==> src/rtl/fifo_arb_pkg.sv <==
// Shared types and sizing helpers for the round-robin FIFO enqueue arbiter.
package fifo_arb_pkg;

  typedef enum logic {
    ARB = 1'b0,
    OWN = 1'b1
  } arb_state_t;

  localparam int DEF_N_REQ     = 4;
  localparam int DEF_MAX_BURST = 4;

  // Index width never collapses to zero, even for two producers.
  function automatic int idx_width(input int n);
    return (n <= 2) ? 1 : $clog2(n);
  endfunction

  localparam int REQ_IDX_W = idx_width(DEF_N_REQ);
  localparam int BURST_W   = $clog2(DEF_MAX_BURST + 1);

endpackage

==> src/rtl/fifo_enq_arbiter_rr_pick.sv <==
// Round-robin pick: rotate the request vector so the search starts just after
// last_owner, take the lowest set bit, then map the offset back to a producer index.
module rr_pick #(
  parameter int N_REQ = 4,
  parameter int IDX_W = 2
) (
  input  logic [N_REQ-1:0] req,
  input  logic [IDX_W-1:0] last_owner,
  output logic [IDX_W-1:0] winner,
  output logic             found
);

  logic [IDX_W-1:0]   start;
  logic [2*N_REQ-1:0] doubled;
  logic [N_REQ-1:0]   rotated;
  logic [IDX_W-1:0]   offset;
  logic [IDX_W:0]     sum;

  always_comb begin
    start   = (last_owner == IDX_W'(N_REQ - 1)) ? '0 : last_owner + 1'b1;
    doubled = {req, req};
    rotated = doubled[start +: N_REQ];
  end

  always_comb begin
    offset = '0;
    found  = 1'b0;
    for (int k = N_REQ - 1; k >= 0; k--) begin
      if (rotated[k]) begin
        offset = IDX_W'(k);
        found  = 1'b1;
      end
    end
  end

  always_comb begin
    sum    = {1'b0, start} + {1'b0, offset};
    winner = (sum >= (IDX_W + 1)'(N_REQ)) ? IDX_W'(sum - (IDX_W + 1)'(N_REQ))
                                          : sum[IDX_W-1:0];
  end

endmodule

==> src/rtl/fifo_enq_arbiter.sv <==
// Write-side arbiter sharing one FIFO among N_REQ producers: one bubble per grant,
// bursts of up to MAX_BURST beats, stalls on full, releases early when the owner drops req.
module fifo_enq_arbiter
  import fifo_arb_pkg::*;
#(
  parameter  int N_REQ     = 4,
  parameter  int DATA_W    = 8,
  parameter  int MAX_BURST = 4,
  localparam int IDX_W     = idx_width(N_REQ),
  localparam int CNT_W     = $clog2(MAX_BURST + 1)
) (
  input  logic                    clk,
  input  logic                    reset,
  input  logic [N_REQ-1:0]        req,
  input  logic [N_REQ*DATA_W-1:0] req_data,
  output logic [N_REQ-1:0]        ack,
  input  logic                    fifo_full,
  output logic                    fifo_enq,
  output logic [DATA_W-1:0]       fifo_data,
  output logic                    grant_valid,
  output logic [IDX_W-1:0]        grant_id
);

  arb_state_t       state_q, state_d;
  logic [IDX_W-1:0] owner_q, owner_d;
  logic [CNT_W-1:0] burst_q, burst_d;
  logic [IDX_W-1:0] pick_idx;
  logic             pick_found;
  logic             transfer;

  rr_pick #(
    .N_REQ (N_REQ),
    .IDX_W (IDX_W)
  ) u_rr_pick (
    .req        (req),
    .last_owner (owner_q),
    .winner     (pick_idx),
    .found      (pick_found)
  );

  // owner_q doubles as last_owner once the grant is released.
  always_ff @(posedge clk) begin
    if (reset) begin
      state_q <= ARB;
      owner_q <= IDX_W'(N_REQ - 1);
      burst_q <= '0;
    end else begin
      state_q <= state_d;
      owner_q <= owner_d;
      burst_q <= burst_d;
    end
  end

  always_comb begin
    state_d = state_q;
    owner_d = owner_q;
    burst_d = burst_q;
    case (state_q)
      ARB: begin
        if (pick_found) begin
          state_d = OWN;
          owner_d = pick_idx;
          burst_d = '0;
        end
      end
      OWN: begin
        if (!req[owner_q]) begin
          state_d = ARB;
          burst_d = '0;
        end else if (transfer) begin
          if (burst_q == CNT_W'(MAX_BURST - 1)) begin
            state_d = ARB;
            burst_d = '0;
          end else begin
            burst_d = burst_q + 1'b1;
          end
        end
      end
      default: state_d = ARB;
    endcase
  end

  // Outputs are forced to their reset values during reset so a burst aborts cleanly.
  always_comb begin
    transfer = 1'b0;
    if (!reset && state_q == OWN) begin
      transfer = req[owner_q] & ~fifo_full;
    end
    fifo_enq    = transfer;
    ack         = transfer ? (N_REQ'(1) << owner_q) : '0;
    fifo_data   = transfer ? req_data[owner_q*DATA_W +: DATA_W] : '0;
    grant_valid = !reset && (state_q == OWN);
    grant_id    = reset ? IDX_W'(N_REQ - 1) : owner_q;
  end

endmodule

==> config.mk <==
export PLATFORM = sky130hd
export DESIGN_NAME = fifo_enq_arbiter
export DESIGN_NICKNAME = d
export VERILOG_FILES = /design/src/rtl/fifo_arb_pkg.sv /design/src/rtl/fifo_enq_arbiter_rr_pick.sv /design/src/rtl/fifo_enq_arbiter.sv
export SDC_FILE = /design/constraint.sdc
export NUM_CORES = 1
export LEC_CHECK = 0
export ABC_CLOCK_PERIOD_IN_PS = 2200
export BUFFER_PORTS_ARGS = -buffer_cell sky130_fd_sc_hd__buf_4
export CORE_ASPECT_RATIO = 1.1
export CORE_UTILIZATION = 43
export CTS_BUF_LIST = sky130_fd_sc_hd__clkbuf_4
export DETAILED_ROUTE_END_ITERATION = 8
export HOLD_SLACK_MARGIN = 0.02
export PLACE_DENSITY = 0.93
export SLEW_MARGIN = 20
export SYNTH_ARGS = -nofsm -noshare
export SYNTH_HDL_FRONTEND = slang
export SYNTH_HIERARCHICAL = 1
export SYNTH_SLANG_ARGS = --single-unit
==> constraint.sdc <==
create_clock -name clk -period 2.2 [get_ports clk]
set_clock_uncertainty 0.15 [all_clocks]
set_input_delay 0.44 -clock clk [delete_from_list [all_inputs] [get_ports clk]]
set_output_delay 0.44 -clock clk [all_outputs]
set_load 0.05 [all_outputs]
======== Word level (Yosys, flattened, before mapping) ========
Index checks and enable logic that the tools add are counted.
word-level totals
  word-level logic and storage cells ...... 49
  output and inout bits ................... 16
  input port bits ......................... 39
  flip-flop bits (word level) ............. 6
cells by class
  magnitude comparators ................... 2
  $add $sub $neg .......................... 4
  shifts and indexed selects .............. 3
  eq/ne operators ......................... 4
  reductions and logical operators ........ 4
  multiplexer cells ....................... 26
  bitwise gates (word level) .............. 3
operators with widths
  operator                                                                       number
  32-bit by 6-bit indexed part select with 8-bit output                          1
  2-bit two-way mux                                                              7
  3-bit two-way mux                                                              4
  1-bit two-way mux                                                              10
  8-bit two-way mux                                                              1
  8-bit by 3-bit indexed part select with 4-bit output                           1
  3-bit one-hot mux with 2 select lines                                          1
  4-bit two-way mux                                                              1
  2-bit AND reduction                                                            2
  1-bit by 2-bit left shift with 4-bit output (first input constant)             1
  2-bit by 2-bit adder with 3-bit output                                         1
  3-bit by 1-bit adder with 3-bit output (second input constant)                 1
  3-bit by 2-bit == test with 1-bit output (second input constant)               1
  3-bit >= comparator (second input constant)                                    1
  2-bit by 3-bit less-than comparator with 1-bit output (second input constant)  1
  3-bit != test (second input constant)                                          1
  2-bit by 1-bit adder with 2-bit output (second input constant)                 1
  1-bit binary-select mux with 2-bit select                                      1
  2-bit == test (second input constant)                                          1
  2-bit != test (second input constant)                                          1
  1-bit inverter                                                                 2
  1-bit one-hot mux with 2 select lines                                          1
  2-bit by 1-bit subtractor with 2-bit output (second input constant)            1
  1-bit bitwise AND                                                              1
  2 further kinds                                                                2

======== Longest topological paths before layout ========
  depth in word-level cells ............... 10
  depth in mapped cells ................... 5
  depth with buffers taken out ............ 5

======== By module ========
The synthesis kept the hierarchy.
modules (own cells, without submodules)
  module            cells each  area each (um^2)  times used  sequential area each (um^2)
  fifo_enq_arbiter  70          693.2             1           120.1
  rr_pick           18          113.9             1           0.0

======== Worst setup path before layout ========
Ideal clock, no wire load.
  path kind ............................... input port to output port
  from .................................... input reset
  to ...................................... output fifo_data[0]
  data arrival time ....................... 2099 ps
  required time ........................... 1610 ps
  stages .................................. 3
  slack ................................... -489 ps
  path buffers ............................ 1
  cell sequence ........................... or2_2 clkbuf_1 nor3b_1
on the way
  word-level cells in the longest chain between the ends .. 4
RTL lines
  element             RTL line                source
  start: declaration  fifo_enq_arbiter.sv:13  input logic reset,
  1-bit logical NOT   fifo_enq_arbiter.sv:86  if (!reset && state_q == OWN) begin
  1-bit logical AND   fifo_enq_arbiter.sv:86
  1-bit two-way mux   fifo_enq_arbiter.sv:86
  8-bit two-way mux   fifo_enq_arbiter.sv:91  fifo_data = transfer ? req_data[owner_q*DATA_W +: DATA_W] : '0;
  end: declaration    fifo_enq_arbiter.sv:19  output logic [DATA_W-1:0] fifo_data,
Every way passes these cells.

======== Final worst setup path ========
  from .................................... register owner_q[0]
  to ...................................... output fifo_data[6]
on the way
  word-level cells in the longest chain between the ends .. 5
  elaborated cells between the ends (all ways) .. 6
  classes of those cells .................. shift: 1; mux: 4; bitwise: 1
RTL lines
  element                                                                                                        RTL line                source
  start: declaration                                                                                             fifo_enq_arbiter.sv:25  logic [IDX_W-1:0] owner_q, owner_d;
  start signal: assignment                                                                                       fifo_enq_arbiter.sv:45  owner_q <= IDX_W'(N_REQ - 1);
  start signal: assignment                                                                                       fifo_enq_arbiter.sv:49  owner_q <= owner_d;
  parallel branches: the longest is 4 deep, another holds 32-bit by 6-bit indexed part select with 8-bit output  --
  8-bit two-way mux *                                                                                            fifo_enq_arbiter.sv:91
Every way passes the cells marked *. The select of a mux whose other input is x is not followed.

==> out/summary.txt <==
GPL Wtd Cong = 0.770
Clk Latency, worst-skew pair = 250 ps
Net Sw Frac = 38.7%
Final slew viol count = 0
Synthesized Nets = 129
Worst path cell trace = buf_12 -> and2b_2 -> a22oi_2 -> buf_4 -> nor3b_2 -> buf_6
GRT overflow = 0
Top cells by count, synth = mux4_2 (8), nor2_1 (8), nor3b_1 (8), dfxtp_1 (6), nor2b_1 (5)
FF-to-FF setup slack = 270 ps
Final ANT Viol Nets = 0
Global-route wire length before repair = 3.88 mm
Total detailed-routing wirelength = 3.39 mm
Psw = 0.264 mW
DR DRC count = 0
Post-DP HPWL = 1.93 mm
Critical R2R Launch = owner_q[0]
Ys Warns = 6
Seq/Total Area, Yosys = 14.9%
Peak supply drop = 0.442 mV
Width of the die = 43.3 µm
Drt first pass iters = 4
Slew of the pin with the lowest slew margin = 376 ps
Mapped Area = 807 µm²
CTS root buf = clkbuf_4
Power density cells = 497 mW/mm²
Die Ht = 47.4 µm
Worst path max stage delay = 350 ps
Peak Freq = 0.445 GHz
CP Launch Point = owner_q[0]
Outcome = finished with violations
Setup ws final = -45.7 ps
Largest cells by area after synthesis = mux4_2 (22%), dfxtp_1 (15%), nor3b_1 (7.4%), nor2b_1 (3.9%), mux2_4 (3.7%)
Worst setup SP type = flip-flop
Top Family by Delay on Critical Path = buffers and inverters
PortBufs = 54
Layout cell share with drive strength beyond 1 = 60.4%
Int Pwr = 0.419 mW
CTS max path bufs = 2
Total power = 0.683 mW
Synth Flop Type = dfxtp_1
Violated checks = negative setup slack
Clk network pwr share = 15.6%
Initial core utilization = 45.8%
Tot GR Track Use = 25.2%
Via count = 1,058
Die area = 0.00205 mm²
RSZ-0062 raised after global routing = yes
Tcrit/Tclk final = 102%
Fill cells = 115
Top cell type's share of synthesized area = 22.3%
Vias/cell = 6.34
Worst r2r path cells = 5
Antenna violations before repair = 0
Critical path class = reg -> out
Row count = 16
Hold crit path type = in -> reg
CORE AREA = 0.00176 mm²
WP data arrival = 1660 ps
#FFs+latches synth = 6
H-tree depth = 1
Flop pwr share = 20.3%
Starting DRC count in detailed routing = 55
CTS sink count = 6
Critical Path End Type = output pin
TritonCTS clock tree = yes
Largest net degree at the start of global routing = 14
Critical Path End = fifo_data[6]
Register area = 128 µm²
Async set-reset flop share out of synthesis = 0%
Hold Vio Cnt, Final = 0
CTS Buf Count = 3
Worst Path Required = 1610 ps
Per-cell routed wire length = 20.3 µm
Rel. slew slack = 74.9%
Area leader, netlist = mux4_2
Final setup viols = 8
Unique masters post-synth = 34
Max-Cap Viols = 0
Post-layout min period = 2250 ps
Logic pwr share = 64.1%
P&R area growth vs syn = 70.2%
Antenna Cells = 0
Dpl ws = 87.4 ps
Critical Path Stages = 6
Slowest CP cell = dfxtp_4
Leak pwr = 0.615 nW
Worst Path Buf+Inv = 3
Post-Syn Instances = 88
Nets = 192
Crit Path Max Fanout = 7
Multi-input logic area = 672 µm²
I/O pin total = 55
Clock transition at the registers of the reported paths = 50 ps
Vias in the first global route = 898
Avg Cell Area, Syn = 9.17 µm²
CTS Hold Buffers Added = 0
Post-synth EDFFs = 0
Worst R2R End = owner_q[0]
[repair_timing]
action / 4_1_cts / 5_1_grt
resized for setup: 4 / 11
endpoints found under the setup margin: 9 / 10
gates cloned: 1 / 1
buffers inserted: 2 / 4
pin swaps: 2 / 5
[flip-flops by register name (all words and copies together) (netlist names)]
register and cells:
state_q 1, owner_q 2, burst_q 3
[through the flow]
stage	area, µm²	TNS [ps]	util, %	hold WS (ps)	cells
finish	1370	-203	78.0	302	167
global route	1370	-808	78.0	298	167
CTS	1280	0	72.9	295	163
detailed placement	1230	0	69.7	310	157
global placement	1230	0	69.7	306	157
floorplan	807	-4590	-	284	88
[worst reg2reg max path, cell delays in order, from the launching register on]
cell       delay (ps)
dfxtp_4           350
clkbuf_16         160
ha_1              360
a2111oi_1         430
a211oi_1          100
a211o_1           260
[layout by cell type (no fill, tap or decap), types with 4 or more instances in the layout]
cell and n:
buf_4 56, nor3_1 4, mux4_2 8, nor2_1 8, nand2b_1 4, nor3b_2 4
buf_6 5, dfxtp_1 4, a21oi_1 4, nor3b_1 4, nor2b_1 5
[worst min path at each step]
stage,end,from,cells past startpoint,slack (ps)
3_3_place_gp,burst_q[2],burst_q[2],2,310
6_report,state_q,reset,2,300
2_1_floorplan,burst_q[2],burst_q[2],2,280
5_1_grt,state_q,reset,2,300
4_1_cts,state_q,reset,2,300
3_5_place_dp,burst_q[2],burst_q[2],2,310
[logic make-up after synthesis]
| family | count (synthesis) | synth area share [%] |
|---|---|---|
| and+or+nand+nor | 43 | 31.2 |
| DFF | 6 | 14.9 |
| muxes | 11 | 27.3 |
| AOI/OAI and AO/OA | 18 | 17.4 |
| buffers and inverters | 8 | 6.20 |
| adders and majority gates | 2 | 3.10 |
[layout make-up]
type / instances / share of cell area [%]
sequential: 6 / 9.29
inverter: 2 / 0.546
timing repair buffer: 63 / 38.0
clock buffer: 3 / 1.64
multi-input combinational: 75 / 48.9
tap: 18 / 1.64
[metal layers]
metal / track usage [%] / up-vias / routed length (µm)
met5: 0 / - / 0
met4: 4.85 / 0 / 51
met3: 8.30 / 8 / 401
met2: 47.5 / 90 / 1760
met1: 28.5 / 497 / 1180
li1: - / 463 / -
[power by group through the flow]
stage	Combinational [mW]	Sequential [mW]	Clock, mW
CTS	0.388	0.134	0.107
finish	0.438	0.139	0.106
floorplan	0.263	0.130	0
global route	0.460	0.140	0.117
global placement	0.359	0.134	0
detailed placement	0.370	0.134	0
Power figures use the tool's default switching activity.
